File: config.mk
export PLATFORM = sky130hd
export DESIGN_NAME = instr_fetch
export DESIGN_NICKNAME = d
export VERILOG_FILES = /design/src/rtl/instr_fetch_pkg.sv /design/src/rtl/instr_fetch_if_id_reg.sv /design/src/rtl/instr_fetch.sv
export SDC_FILE = /design/constraint.sdc
export NUM_CORES = 1
export LEC_CHECK = 0
export ABC_AREA = 1
export CAP_MARGIN = 40
export CORE_MARGIN = 1.5
export CORE_UTILIZATION = 35
export DETAILED_ROUTE_END_ITERATION = 10
export GPL_TIMING_DRIVEN = 0
export PLACE_DENSITY = 0.58
export SYNTH_ARGS = -nofsm -noshare
export SYNTH_HDL_FRONTEND = slang
export SYNTH_SLANG_ARGS = --single-unit
File: constraint.sdc
create_clock -name clk_i -period 2.17 [get_ports clk_i]
set_input_delay 0.434 -clock clk_i [delete_from_list [all_inputs] [get_ports clk_i]]
set_output_delay 0.434 -clock clk_i [all_outputs]
set_load 0.005 [all_outputs]
File: src/rtl/instr_fetch_pkg.sv
// Shared fetch/decode definitions: PC mux encodings, NOP word, fetch state codes.
package instr_fetch_pkg;

    localparam logic [1:0]  PC_NEXT   = 2'b00;
    localparam logic [1:0]  PC_BRANCH = 2'b01;
    localparam logic [1:0]  PC_JUMP   = 2'b10;

    localparam logic [31:0] NOP       = 32'h0000_0000;
    localparam logic [31:0] PC_STEP   = 32'd4;

    // FETCH: request live, result wanted; DRAIN: request live, result stale;
    // HOLD: result parked while decode is stalled, no request on the bus.
    typedef enum logic [1:0] {
        ST_FETCH = 2'b00,
        ST_DRAIN = 2'b01,
        ST_HOLD  = 2'b10
    } fetch_state_e;

    function automatic logic [31:0] word_align(input logic [31:0] addr);
        return {addr[31:2], 2'b00};
    endfunction

endpackage

File: src/rtl/instr_fetch_if_id_reg.sv
// IF/ID pipeline register: load a fetched word, hold it, or squash it to a NOP bubble.
module if_id_reg
    import instr_fetch_pkg::*;
(
    input  logic        clk_i,
    input  logic        rst_i,
    input  logic        load_i,
    input  logic        flush_i,
    input  logic [31:0] instr_i,
    input  logic [31:0] pc_plus4_i,
    output logic [31:0] instr_o,
    output logic [31:0] pc_plus4_o,
    output logic        valid_o
);

    logic [31:0] instr_q, instr_d;
    logic [31:0] pc_plus4_q, pc_plus4_d;
    logic        valid_q, valid_d;

    // Flush wins over load; pc_plus4 is left alone on a flush.
    always_comb begin
        instr_d    = instr_q;
        pc_plus4_d = pc_plus4_q;
        valid_d    = valid_q;
        if (flush_i) begin
            instr_d = NOP;
            valid_d = 1'b0;
        end else if (load_i) begin
            instr_d    = instr_i;
            pc_plus4_d = pc_plus4_i;
            valid_d    = 1'b1;
        end
    end

    always_ff @(posedge clk_i) begin
        if (rst_i) begin
            instr_q    <= NOP;
            pc_plus4_q <= '0;
            valid_q    <= 1'b0;
        end else begin
            instr_q    <= instr_d;
            pc_plus4_q <= pc_plus4_d;
            valid_q    <= valid_d;
        end
    end

    assign instr_o    = instr_q;
    assign pc_plus4_o = pc_plus4_q;
    assign valid_o    = valid_q;

endmodule

File: src/rtl/instr_fetch.sv
// Instruction fetch stage: PC sequencing, single-outstanding imem request,
// redirect draining, stall buffering and the IF/ID register.
module instr_fetch
    import instr_fetch_pkg::*;
#(
    parameter logic [31:0] RESET_PC = 32'h0000_0000
) (
    input  logic        clk_i,
    input  logic        rst_i,
    input  logic        stall_i,
    input  logic        flush_i,
    input  logic [1:0]  pc_mux_ctrl_i,
    input  logic [31:0] branch_addr_i,
    input  logic [31:0] jump_addr_i,
    output logic        imem_req_o,
    output logic [31:0] imem_addr_o,
    input  logic        imem_ready_i,
    input  logic [31:0] imem_data_i,
    output logic [31:0] instr_o,
    output logic [31:0] pc_plus4_o,
    output logic        valid_o
);

    fetch_state_e state_q, state_d;
    logic [31:0]  pc_q, pc_d;
    logic [31:0]  req_addr_q, req_addr_d;
    logic [31:0]  hold_data_q, hold_data_d;

    logic         redirect;
    logic         flush_eff;
    logic [31:0]  target;
    logic [31:0]  seq_addr;
    logic         ifid_load;
    logic [31:0]  ifid_instr;

    // Control inputs only count while decode is not stalled.
    assign redirect  = !stall_i && ((pc_mux_ctrl_i == PC_BRANCH) || (pc_mux_ctrl_i == PC_JUMP));
    assign flush_eff = flush_i && !stall_i;
    assign target    = word_align((pc_mux_ctrl_i == PC_JUMP) ? jump_addr_i : branch_addr_i);
    assign seq_addr  = req_addr_q + PC_STEP;

    always_comb begin
        state_d     = state_q;
        pc_d        = pc_q;
        req_addr_d  = req_addr_q;
        hold_data_d = hold_data_q;
        ifid_load   = 1'b0;
        ifid_instr  = imem_data_i;

        case (state_q)
            ST_FETCH: begin
                if (redirect) begin
                    pc_d = target;
                    // A response landing this cycle is dropped; otherwise wait it out.
                    if (imem_ready_i) begin
                        req_addr_d = target;
                    end else begin
                        state_d = ST_DRAIN;
                    end
                end else if (imem_ready_i) begin
                    if (stall_i) begin
                        hold_data_d = imem_data_i;
                        state_d     = ST_HOLD;
                    end else begin
                        ifid_load  = 1'b1;
                        pc_d       = seq_addr;
                        req_addr_d = seq_addr;
                    end
                end
            end

            ST_DRAIN: begin
                if (redirect) begin
                    pc_d = target;
                end
                if (imem_ready_i) begin
                    req_addr_d = redirect ? target : pc_q;
                    state_d    = ST_FETCH;
                end
            end

            ST_HOLD: begin
                if (redirect) begin
                    pc_d        = target;
                    req_addr_d  = target;
                    hold_data_d = '0;
                    state_d     = ST_FETCH;
                end else if (!stall_i) begin
                    ifid_load   = 1'b1;
                    ifid_instr  = hold_data_q;
                    pc_d        = seq_addr;
                    req_addr_d  = seq_addr;
                    hold_data_d = '0;
                    state_d     = ST_FETCH;
                end
            end

            default: begin
                state_d = ST_FETCH;
            end
        endcase
    end

    always_ff @(posedge clk_i) begin
        if (rst_i) begin
            state_q     <= ST_FETCH;
            pc_q        <= RESET_PC;
            req_addr_q  <= RESET_PC;
            hold_data_q <= '0;
        end else begin
            state_q     <= state_d;
            pc_q        <= pc_d;
            req_addr_q  <= req_addr_d;
            hold_data_q <= hold_data_d;
        end
    end

    assign imem_req_o  = (state_q != ST_HOLD);
    assign imem_addr_o = req_addr_q;

    if_id_reg u_if_id_reg (
        .clk_i      (clk_i),
        .rst_i      (rst_i),
        .load_i     (ifid_load),
        .flush_i    (flush_eff),
        .instr_i    (ifid_instr),
        .pc_plus4_i (seq_addr),
        .instr_o    (instr_o),
        .pc_plus4_o (pc_plus4_o),
        .valid_o    (valid_o)
    );

endmodule
; ---- Word-level counts from Yosys, hierarchy flattened
; Index checks and enable logic that the tools add are counted.
[totals]
regBits = 163
input_bits = 103
[op_classes]
n_addsub = 1
n_eq_ne = 12
n_mux = 35
n_bitwise = 1
n_reduce_logical = 13
[ops]
columns = operator, n
row1 = 2-to-1 mux 32 bit, 19
row2 = case mux 32 bit (3 select lines), 2
row3 = case mux 32 bit (2 select lines), 1
row4 = adder 32 x 3 -> 32 bit (second input constant), 1
row5 = 2-to-1 mux 2 bit, 7
row6 = != test 3 bit (second input constant), 4
row7 = != test 2 bit (second input constant), 4
row8 = case mux 2 bit (3 select lines), 1
row9 = AND reduction 5 bit, 1
row10 = equality test 2 x 1 -> 1 bit (second input constant), 2
row11 = equality test 2 bit (second input constant), 2
row12 = 2-to-1 mux 1 bit, 4
row13 = AND reduction 2 bit, 2
row14 = AND reduction 4 bit, 1
row15 = AND reduction 3 bit, 1
row16 = nonzero test 3 bit, 1
row17 = logical AND 1 bit, 2
row18 = zero test 2 bit, 1
row19 = case mux 1 bit (2 select lines), 1
row20 = nonzero test 2 bit, 1
row21 = OR reduction 2 bit, 1
row22 = zero test 1 bit, 1
row23 = logical OR 1 bit, 1
row24 = inverter 1 bit, 1

; ---- Depth between registers and ports, before layout
; Gate-level depths: netlist (run 1).
[depth]
word_depth = 6
mapped_depth = 12

; ---- By module
; A second synthesis (run 1) with hierarchy kept.
[unflattened]
hier_cells = 1375
hier_area_um2 = 8755.9
[by_module_without_submodules]
columns = mod, n_inst, cells_each, area_per_inst_um2, seq_area_each_um2
row1 = instr_fetch, 1, 1025, 6227.2, 1961.9
row2 = if_id_reg, 1, 350, 2528.7, 1301.2

; ---- Least setup slack after synthesis (run 1)
; No wires, ideal clock.
[synth_path]
path_type = input to register
start = input port pc_mux_ctrl_i[0]
end = register pc_q[1]
arrival_ns = 1.781
t_required_ns = 2.033
slack_ns = 0.252
stages = 9
n_path_buf = 1
cell_sequence = inv_1 -> ha_1 -> nor2_2 -> nor2_2 -> nand2_1 -> nand3_1 -> inv_2 -> clkbuf_1 -> a31oi_1
[synth_between]
elab_chain_len = 5
[synth_rtl]
columns = item, line
row1 = "start, declared", instr_fetch.sv:12  ; input logic [1:0] pc_mux_ctrl_i,
row2 = equality test 2 x 1 -> 1 bit or equality test 2 bit (tied branches), instr_fetch.sv:37  ; assign redirect = !stall_i && ((pc_mux_ctrl_i == PC_BRANCH) || (pc_mux_ctrl_i == PC_JUMP));
row3 = logical OR 1 bit (*), instr_fetch.sv:37
row4 = logical AND 1 bit (*), instr_fetch.sv:37
row5 = "2-to-1 mux 32 bit, or another cell as far along", instr_fetch.sv:83  ; if (redirect) begin
row6 = case mux 32 bit (3 select lines) or AND reduction 2 bit (tied branches), --
row7 = "end signal, assigned", instr_fetch.sv:112  ; pc_q <= pc_d;
row8 = "end, declared", instr_fetch.sv:25  ; logic [31:0] pc_q, pc_d;
; Every way passes the cells marked *; elsewhere a longest branch is shown, timed or not.
; A chain may end at the register's enable or synchronous reset.

; ---- Worst setup path in the final report (run 1)
[layout_path]
start = input port pc_mux_ctrl_i[0]
end = register req_addr_q[18] (netlist: imem_addr_o[18])
[layout_between]
elab_chain_len = 6
[layout_rtl]
columns = item, line
row1 = equality test 2 x 1 -> 1 bit or equality test 2 bit (tied branches), "instr_fetch.sv:37, instr_fetch.sv:39"
row2 = logical OR 1 bit, instr_fetch.sv:37
row3 = logical AND 1 bit, instr_fetch.sv:37
row4 = 2-to-1 mux 32 bit, --
row5 = 2-to-1 mux 32 bit, instr_fetch.sv:76  ; if (imem_ready_i) begin
row6 = case mux 32 bit (3 select lines) (*), instr_fetch.sv:50  ; case (state_q)
row7 = "end signal, assigned", instr_fetch.sv:113  ; req_addr_q <= req_addr_d;
row8 = "end, declared", instr_fetch.sv:26  ; logic [31:0] req_addr_q, req_addr_d;
; Every way passes the cells marked *; elsewhere a longest branch is shown, timed or not. The select of a mux whose other input is x is not followed.

==> results of run 1 <==
-- area by class of cell --
cell class | count | area (um2) | share of cell area
inverters | 191 | 724 | 0.0626
plain buffers | 79 | 442 | 0.0382
well taps | 319 | 399 | 0.0345
multi-input cells | 837 | 4150 | 0.359
flip-flops and latches | 163 | 3260 | 0.282
clock buffers | 18 | 429 | 0.0371
repair buffers | 208 | 2060 | 0.178
clock inverters | 14 | 108 | 0.00930
-- per-layer routing --
metal	track usage	vias up	part of all wire
met1	0.352	4203	0.47
met4	0.0669	0	0.017
li1	-	4605	-
met3	0.0454	33	0.079
met5	0	-	0
met2	0.378	338	0.43
-- final timing paths --
kind / startpoint / end / slack, ns / depth (start not counted)
max: pc_mux_ctrl_i[0] / imem_addr_o[18] / 0.01 / 10
min: u_if_id_reg.pc_plus4_o[6] / u_if_id_reg.pc_plus4_o[6] / 0.48 / 2
max reg2reg: imem_addr_o[4] / imem_addr_o[15] / 0.10 / 8
min reg2reg: u_if_id_reg.pc_plus4_o[6] / u_if_id_reg.pc_plus4_o[6] / 0.48 / 2
-- registers in the layout, summed over array words and instances (netlist names) --
| signal | cells |
|---|---|
| hold_data_q | 32 |
| imem_addr_o | 32 |
| pc_q | 32 |
| u_if_id_reg.instr_o | 32 |
| u_if_id_reg.pc_plus4_o | 32 |
| state_q | 2 |
| u_if_id_reg.valid_o | 1 |
-- cell families (layout without fill, tap and decap cells) --
group                    after synthesis  in the layout
AND/OR/NAND/NOR                      464            464
AO/OA/AOI/OAI                        360            361
buffers and inverters                270            510
flip-flops                           163            163
XOR/XNOR                              10             10
adder cells (fa/ha/maj)                2              2
-- through the flow --
step,area [um2],worst slack (ns),power [mW]
after global routing,11600,0.00366,12.5
after global placement,10800,-0.925,8.59
after floorplan,8400,0.252,6.78
after CTS,11400,0.00392,11.6
final,11600,0.0137,11.7
after detailed placement,10800,-0.921,8.62
-- cells in the mapped netlist, drive strengths merged --
master / instances / share of area
inv: 190 / 0.085
buf: 26 / 0.019
nor3: 1 / 0.0019
o21ai: 145 / 0.086
o22ai: 14 / 0.010
a211oi: 32 / 0.029
xor2: 2 / 0.0021
a21oi: 106 / 0.064
nand3: 76 / 0.045
dfxtp: 163 / 0.39
a31oi: 2 / 0.0015
o221ai: 2 / 0.0021
o21bai: 5 / 0.0045
ha: 2 / 0.0030
and2: 1 / 0.00075
clkbuf: 53 / 0.024
o211ai: 43 / 0.038
nor2: 117 / 0.053
clkinv: 1 / 0.00045
xnor2: 8 / 0.0083
nand2: 265 / 0.12
or2: 4 / 0.0030
a221oi: 2 / 0.0021
o21a: 9 / 0.0080
-- power breakdown --
group          internal, mW  switching, mW  total [mW]
sequential             3.73          0.574        4.30
combinational          1.90           2.70        4.61
clock                  1.48           1.35        2.83
-- worst max-delay path, stage by stage --
cell	delay, ns
clkdlybuf4s50_1	0.46
inv_1	0.07
ha_4	0.30
nor2_4	0.06
buf_4	0.15
nor2_4	0.26
buf_4	0.27
nand3_1	0.21
nand3_1	0.18
a21oi_1	0.07
-- what timing repair did --
item,in CTS,in global routing
cloned,0,1
pin swaps,2,5
resized for setup,34,43
setup buffers,5,7
setup endpoints to repair,159,141
hold buffers,0,0
-- layout by cell type, fill, tap and decap left out, drive strengths merged, types with 2 or more instances in the layout --
| master | Yosys | routed |
|---|---|---|
| a211oi | 32 | 32 |
| a21oi | 106 | 107 |
| a221oi | 2 | 2 |
| a31oi | 2 | 2 |
| buf | 26 | 33 |
| clkbuf | 53 | 76 |
| clkdlybuf4s50 | 0 | 195 |
| clkinv | 1 | 7 |
| clkinvlp | 0 | 5 |
| dfxtp | 163 | 163 |
| ha | 2 | 2 |
| inv | 190 | 193 |
| nand2 | 265 | 265 |
| nand3 | 76 | 76 |
| nor2 | 117 | 117 |
| o211ai | 43 | 43 |
| o21a | 9 | 9 |
| o21ai | 145 | 145 |
| o21bai | 5 | 5 |
| o221ai | 2 | 2 |
| o22ai | 14 | 14 |
| or2 | 4 | 4 |
| xnor2 | 8 | 8 |
| xor2 | 2 | 2 |
==> metrics.txt, run 1 <==
DIE AREA=24900 um2; clk_lat worst skew=0.43 ns; synth-to-layout area growth=37.8%; Hold Path Class=flop to flop; CTS max path bufs=2; wirelength, routed=30.5 mm; antenna-violating nets left=0; hold_ws=0.476 ns; vias in the first global route=8411; worst path required time=2.47 ns; final hold vios=0; Synth Register Bits=around 160; mapped cell area=8400 um2; syn nets=1374; Slew Limit Fails=0; setup TNS=0 ns; starting density of the core=0.358; Antenna diodes=0; Final Critical Period=between 2 and 2.5 ns; crit start category=primary input; Vias/cell=5.02; worst setup path class=primary input to flop; Clock Pin Slew Worst Setup and Hold Paths=0.07 ns; largest family of logic cells by synthesized area=compound AO/OA/AOI/OAI gates; number of DRC markers in iteration 0=slightly below 800; Max FO, Critical Path=10; DR pass1 iterations=6; Core Area=23500 um2; Pwr Density=around 1000 nW/um2; MaxCap Viol Count=0; FILL cells=2428; boundary pin count=201; post-route insts no fill=1829; Overall Global Routing Usage=0.246; Synth Area in Simple Gates=0.224; Synth warnings=0; status=finished, final reports clean; dpl hpwl=23.1 mm; multiplexer area fraction after synthesis=0; Synth Instances=1269; adder-cell share of the synthesized area=0.00298; die height=158 um; CTS Root Buffer Type=clkbuf_16; Synth Area in Compound Gates=0.246; global route total overflow=0; CTS Sinks=163; DR vias=9179; placed cells=1784; CTS tree=yes; Max IR drop VDD=0.557 mV; largest net degree at the start of global routing=17; Worst Setup End Kind=flop; register area share after synthesis=0.389; RSZ-0062 raised after global routing=false; IO buf count=196; period utilization=0.994; Die X=158 um; first-pass GRT wire length=46.9 mm; Max Freq=between 0.4 and 0.5 GHz; H-tree depth=4; Final Skew=0.0111 ns; CP arrival=2.46 ns; Slew HR=0.550; Tightest Pin Transition=between 0.6 and 0.7 ns; Avg Cell Area, Syn=roughly 6.6 um2; final net count=1602; antenna violations before repair=1; clock buffer count from CTS=17; LEAKAGE=between 5 and 6 nW; cell row count=56; wire per inst=16.7 um; post-layout util=0.493; Cell variety after synth=33; final setup fails=0; Final GP Congestion=a little over 0.9; fraction of layout cells with a size suffix above 1=0.0828; Synth Area in XOR/XNOR=0.0104; DRC errors left=0
No activity file was read; power rests on OpenSTA's default activity.
==> run 2, diff against run 1 <==
Settings changed: ABC_AREA 1 to 0, CORE_UTILIZATION 35 to 34, GPL_TIMING_DRIVEN 0 to default, PLACE_DENSITY 0.58 to 0.57.
==> run 2 against run 1 <==
  * The flow now finishes with violations (negative setup slack)
  * Synthesized cell count decreased by 29%
  * Critical path depth decreased by 5
  * Critical path type is now flop to flop
  * Combinational power decreased by 66%
  * Critical endpoint is now pc_q[27]
  * Largest power group is now registers
==> metrics.txt, run 2 <==
Sw Pwr=2.31 mW (was 4.63 mW); CTS tree=yes (unchanged); number of DRC markers in iteration 0=547 (was 788); Overall Global Routing Usage=0.213 (was 0.246); Final Skew=0.0110 ns (was 0.0111 ns); DIE AREA=23600 um2 (was 24900 um2); mapped cell area=7720 um2 (was 8400 um2); worst setup path endpoint=pc_q[27] (was imem_addr_o[18]); H-tree depth=4 (unchanged); RSZ-0062 raised after global routing=true (was false); R2R Setup Slk=-0.12 ns (was 0.10 ns); Tightest Pin Transition=0.465 ns (was 0.676 ns); share of the synthesized area in the top cell type=0.423 (was 0.389); post-route insts no fill=1467 (was 1829); Cell variety after synth=58 (was 33); leading area contributor after synthesis=dfxtp_1 (unchanged); CTS Root Buffer Type=clkbuf_16 (unchanged); Slew HR=0.690 (was 0.550); Synth Instances=907 (was 1269); dpl hpwl=18.4 mm (was 23.1 mm); boundary pin count=201 (unchanged); clk_lat worst skew=0.43 ns (about the same); hold_ws=0.418 ns (was 0.476 ns); CTS Hold Bufs=0 (unchanged); reg2reg end=pc_q[27] (was imem_addr_o[15]); setup TNS=-0.283 ns (was 0 ns); Post-synth top flop=dfxtp_1 (unchanged); Pwr Density=668 nW/um2 (was 1010 nW/um2); sw frac=0.294 (was 0.394); DRC errors left=0 (unchanged); CTS Sinks=163 (unchanged); Max IR drop VDD=0.586 mV (was 0.557 mV); reg2reg start=imem_addr_o[16] (was imem_addr_o[4]); Clock power frac=0.380 (was 0.241); P_int=5.55 mW (was 7.11 mW); Final WS setup=-0.118 ns (was 0.0137 ns); Vias/cell=5.33 (was 5.02); Post-synth EDFFs=0 (unchanged); final net count=1279 (was 1602); CTS max path bufs=2 (unchanged); final setup fails=4 (was 0); worst path required time=2.51 ns (was 2.47 ns); clock buffer count from CTS=17 (unchanged); largest net degree at the start of global routing=78 (was 17); most frequent cells in the layout=194 x clkdlybuf4s50_1, 170 x nor2_1, 153 x dfxtp_1, 117 x buf_4, 81 x a211oi_1 (was 262 x nand2_1, 195 x clkdlybuf4s50_1, 180 x inv_1, 162 x dfxtp_1, 133 x o21ai_0); synth-to-layout area growth=52.6% (was 37.8%); Clock Pin Slew Worst Setup and Hold Paths=0.07 ns (about the same); Max Freq=0.437 GHz (was 0.464 GHz); async set-reset flop share out of synthesis=0 (unchanged); Gate power share=0.200 (was 0.392); LEAKAGE=4.25 nW (was 5.03 nW); Core Area=22000 um2 (was 23500 um2); wire per inst=17.5 um (was 16.7 um); antenna violations before repair=0 (was 1); starting density of the core=0.350 (was 0.358); sequential power share=0.420 (was 0.366); fraction of layout cells with a size suffix above 1=0.202 (was 0.0828); CP startpoint=imem_addr_o[16] (was pc_mux_ctrl_i[0]); Final GP Congestion=0.837 (was 0.910); leading cell types by count after synthesis=174 x nor2_1, 163 x dfxtp_1, 82 x a211oi_1 (was 263 x nand2_1, 180 x inv_1, 163 x dfxtp_1); Final Critical Period=2.29 ns (was 2.16 ns); syn nets=1012 (was 1374); cell row count=54 (was 56); global route total overflow=0 (unchanged); DR vias=7812 (was 9179); status=complete, but fails checks (was finished, final reports clean); top-count cell post-synth=nor2_1 (was nand2_1); DR pass1 iterations=5 (was 6); Max FO, Critical Path=5 (was 10); wirelength, routed=25.6 mm (was 30.5 mm); most common cell after layout, fill and taps aside=clkdlybuf4s50_1 (was nand2_1); first-pass GRT wire length=40.0 mm (was 46.9 mm); Hold Path Class=primary input to flop (was flop to flop); Die X=154 um (was 158 um); Synth Register Bits=163 (unchanged); FF-to-FF path depth=5 (was 8); placed cells=1427 (was 1784); vias in the first global route=7277 (was 8411); MaxCap Viol Count=0 (unchanged); Antenna diodes=0 (unchanged); Worst Setup End Kind=flop (unchanged); die height=154 um (was 158 um); crit start category=flop (was primary input); register area share after synthesis=0.423 (was 0.389); Area contributors post-synth=dfxtp_1 42%, nor2_1 8.5%, a211oi_1 8.0%, mux2i_1 7.0%, clkbuf_1 3.2% (was dfxtp_1 39%, nand2_1 12%, inv_1 8.0%, o21ai_0 7.9%, a21oi_1 6.3%); antenna-violating nets left=0 (unchanged); Slew Limit Fails=0 (unchanged); CP arrival=2.63 ns (was 2.46 ns); worst setup path class=flop to flop (was primary input to flop); period utilization=1.05 (was 0.994); IO buf count=196 (unchanged); Avg Cell Area, Syn=8.51 um2 (was 6.62 um2); Synth warnings=0 (unchanged); failing checks=negative setup slack; final hold vios=0 (unchanged)
run 2: cell count changes after synthesis, sizes merged, moves of 54 or more:
cell / change
mux2i: +54
nand2: -221
nor2: +57
inv: -180
a21oi: -77
o21ai: -128
run 2: timing repair:
| action | CTS | global route |
|---|---|---|
| pin swaps | 0 | 24 |
| gates cloned | 0 | 1 |
| endpoints found under the setup margin | 13 | 51 |
| resized for setup | 8 | 41 |
| setup buffers | 1 | 6 |
run 2: layout make-up:
class                           count  area, um2
Clock buffer                       17        425
Clock inverter                     15        161
Fill cell                        2058      10200
Inverter                           10       37.5
Multi-Input combinational cell    652       4360
Sequential cell                   163       3280
Tap cell                          280        350
Timing Repair Buffer              330       3160
run 2: worst max-delay path, stage by stage, from the launching register on:
cell,delay [ns]
dfxtp_2,0.35
nand4_4,0.11
or4_4,0.60
or4_4,0.50
a311o_1,0.41
a311oi_2,0.22
run 2: per-stage QoR:
| step | instance area [um2] | utilization | worst slack (ns) | total power [mW] |
|---|---|---|---|---|
| floorplan | 7770 | - | -0.00241 | 4.07 |
| global placement | 10900 | 0.495 | -0.451 | 4.90 |
| detailed placement | 10900 | 0.495 | -0.464 | 4.91 |
| CTS | 11500 | 0.523 | -0.116 | 7.91 |
| global route | 11800 | 0.535 | -0.166 | 8.22 |
| finish | 11800 | 0.535 | -0.118 | 7.86 |
run 2: how the worst min path moves through the flow:
stage                     slack, ns                 startpoint  depth (start not counted)                        end
after floorplan                0.44                    pc_q[3]                          2                    pc_q[3]
after global placement         0.45  u_if_id_reg.pc_plus4_o[0]                          2  u_if_id_reg.pc_plus4_o[0]
after detailed placement       0.45                    pc_q[7]                          2                    pc_q[7]
after CTS                      0.41                      rst_i                          4                   pc_q[23]
after global routing           0.46                      rst_i                          4                   pc_q[23]
final                          0.42                      rst_i                          4                   pc_q[23]
run 2: layer usage:
metal  vias to the layer above  track usage  part of all wire
met5                         -            0                 0
met1                      3679        0.286              0.46
met3                        15       0.0471             0.066
met2                       243        0.348              0.46
li1                       3875            -                 -
met4                         0       0.0499            0.0070
run 2: kinds of logic (layout without fill, tap and decap cells):
kind of cell	count (synthesis)	count (layout)	share of synthesized area
buffers and inverters	93	372	0.0480
flip-flops	163	163	0.423
AO/OA/AOI/OAI	234	234	0.222
multiplexers	64	64	0.0846
AND/OR/NAND/NOR	331	332	0.196
XOR/XNOR	20	20	0.0227
adder cells (fa/ha/maj)	2	2	0.00324
run 2: power by group through the flow:
| stage | Combinational [mW] | Clock (mW) | Sequential, mW |
|---|---|---|---|
| finish | 1.57 | 2.99 | 3.30 |
| floorplan | 0.696 | 0 | 3.37 |
| detailed placement | 1.54 | 0 | 3.37 |
| CTS | 1.55 | 3.06 | 3.30 |
| global route | 1.71 | 3.18 | 3.33 |
| global placement | 1.53 | 0 | 3.37 |
==> run 3, diff against run 2 <==
Settings changed: CORE_UTILIZATION 34 to 49, PLACE_DENSITY 0.57 to 0.78.
==> run 3 against run 2 <==
  * The flow still finishes with violations (negative setup slack)
  * Global-route usage rose by 8.6 points
  * Critical path depth did not move
  * Clock power increased by 3%
  * First-iteration DRC count increased by 38%
  * Via count rose by 4.3%
  * Critical path type unchanged
  * Highest routed layer unchanged
==> metrics.txt, run 3 (same netlist as run 2, synthesis figures left out) <==
starting density of the core=0.504 (was 0.350); Pwr Density=693 nW/um2 (was 668 nW/um2); final setup fails=2 (was 4); Worst Setup End Kind=flop (unchanged); CTS Root Buffer Type=clkbuf_16 (unchanged); DR pass1 iterations=6 (was 5); Tightest Pin Transition=0.423 ns (was 0.465 ns); Core Area=15300 um2 (was 22000 um2); Max IR drop VDD=0.594 mV (was 0.586 mV); Hold Path Class=primary input to flop (unchanged); Slew Limit Fails=0 (unchanged); Final Skew=0.00868 ns (was 0.0110 ns); largest net degree at the start of global routing=56 (was 78); Final GP Congestion=0.937 (was 0.837); dpl hpwl=17.3 mm (was 18.4 mm); cell row count=45 (was 54); boundary pin count=201 (unchanged); Max FO, Critical Path=8 (was 5); DR vias=8145 (was 7812); placed cells=1344 (was 1427); fin area=11500 um2 (was 11800 um2); die height=129 um (was 154 um); wirelength, routed=25.3 mm (was 25.6 mm); MaxCap Viol Count=0 (unchanged); final net count=1260 (was 1279); LEAKAGE=4.11 nW (was 4.25 nW); antenna-violating nets left=0 (unchanged); Final WS setup=-0.0895 ns (was -0.118 ns); period utilization=1.04 (was 1.05); number of DRC markers in iteration 0=754 (was 547); CP max stage delay=0.60 ns (about the same); Slew HR=0.718 (was 0.690); slowest stage cell, crit path=or4_4 (unchanged); Final Critical Period=2.26 ns (was 2.29 ns); clk_lat worst skew=0.43 ns (about the same); Worst path top cell family by delay=simple AND/OR/NAND/NOR gates (unchanged); wire per inst=18.3 um (was 17.5 um); Die X=129 um (was 154 um); IO buf count=196 (unchanged); most common cell after layout, fill and taps aside=clkdlybuf4s50_1 (unchanged); Vias/cell=5.91 (was 5.33); post-route insts no fill=1379 (was 1467); fraction of layout cells with a size suffix above 1=0.184 (was 0.202); Antenna diodes=0 (unchanged); RSZ-0062 raised after global routing=true (unchanged); worst setup path class=flop to flop (unchanged); CP bufs+invs=0 (unchanged); most frequent cells in the layout=194 x clkdlybuf4s50_1, 171 x nor2_1, 151 x dfxtp_1, 103 x buf_4, 82 x a211oi_1 (was 194 x clkdlybuf4s50_1, 170 x nor2_1, 153 x dfxtp_1, 117 x buf_4, 81 x a211oi_1); Clock Pin Slew Worst Setup and Hold Paths=0.06 ns (was 0.07 ns); Overall Global Routing Usage=0.299 (was 0.213); CTS Sinks=163 (unchanged); H-tree depth=4 (unchanged); status=complete, but fails checks (unchanged); vias in the first global route=7669 (was 7277); total power draw=7.96 mW (was 7.86 mW); global route total overflow=0 (unchanged); CTS max path bufs=2 (unchanged); crit start category=flop (unchanged); setup TNS=-0.153 ns (was -0.283 ns); synth-to-layout area growth=48.6% (was 52.6%); first-pass GRT wire length=39.1 mm (was 40.0 mm); final hold vios=0 (unchanged); clock buffer count from CTS=17 (unchanged); crit-path cells=nand4_4 > or4_4 > or4_4 > a311o_1 > a311oi_1 (was nand4_4 > or4_4 > or4_4 > a311o_1 > a311oi_2); CTS tree=yes (unchanged); CTS Hold Bufs=0 (unchanged); Max Freq=0.443 GHz (was 0.437 GHz); failing checks=negative setup slack (unchanged); worst path required time=2.51 ns (about the same); Area after DPL=10700 um2 (was 10900 um2); DRC errors left=0 (unchanged); cell mode on critical path=or4_4 (unchanged); CP arrival=2.59 ns (was 2.63 ns); antenna violations before repair=0 (unchanged); post-layout util=0.749 (was 0.535); DIE AREA=16500 um2 (was 23600 um2)
## run 3: cell count changes in the layout (fill, tap and decap cells not counted), sizes merged, moves of 2 or more
cell      delta
clkbuf       +2
inv          -4
bufinv       +2
clkinv       +3
buf         -19
clkinvlp     -2
## run 3: cell type report
| class | instances | area, um2 |
|---|---|---|
| inverter | 10 | 37.5 |
| clock buffer | 18 | 439 |
| timing repair buffer | 312 | 2980 |
| multi-input combinational | 651 | 4300 |
| clock inverter | 14 | 174 |
| tap | 211 | 264 |
| fill | 1150 | 3840 |
| sequential | 163 | 3280 |
## run 3: power by group
group | switching (mW) | total (mW) | internal, mW | leakage [nW]
Clock | 1.33 | 3.09 | 1.76 | 0.302
Combinational | 0.754 | 1.56 | 0.804 | 2.48
Sequential | 0.122 | 3.31 | 3.18 | 1.34
## run 3: metrics by stage
stage                     worst slack [ns]  hold WS, ns
after floorplan                   -0.00241        0.437
after global placement              -0.384        0.442
after detailed placement            -0.480        0.453
after CTS                          -0.0687        0.347
after global routing                -0.148        0.364
final                              -0.0895        0.359
## run 3: metal layers
| metal | vias to the layer above | GRT usage | share of wire |
|---|---|---|---|
| met5 | - | 0 | 0 |
| met4 | 0 | 0.124 | 0.029 |
| met3 | 62 | 0.0732 | 0.087 |
| met2 | 405 | 0.502 | 0.48 |
| met1 | 3838 | 0.369 | 0.40 |
| li1 | 3840 | - | - |
## run 3: final timing paths
kind	cells past startpoint	end	from	slack [ns]
min reg2reg	2	u_if_id_reg.pc_plus4_o[0]	u_if_id_reg.pc_plus4_o[0]	0.46
max reg2reg	5	pc_q[27]	imem_addr_o[12]	-0.09
max	5	pc_q[27]	imem_addr_o[12]	-0.09
min	2	imem_addr_o[1]	rst_i	0.36
## run 3: timing repair
item | in CTS | in global routing
buffers inserted | 1 | 1
pin swaps | 1 | 6
gates cloned | 0 | 1
endpoints found under the setup margin | 9 | 44
gates resized for setup | 8 | 29
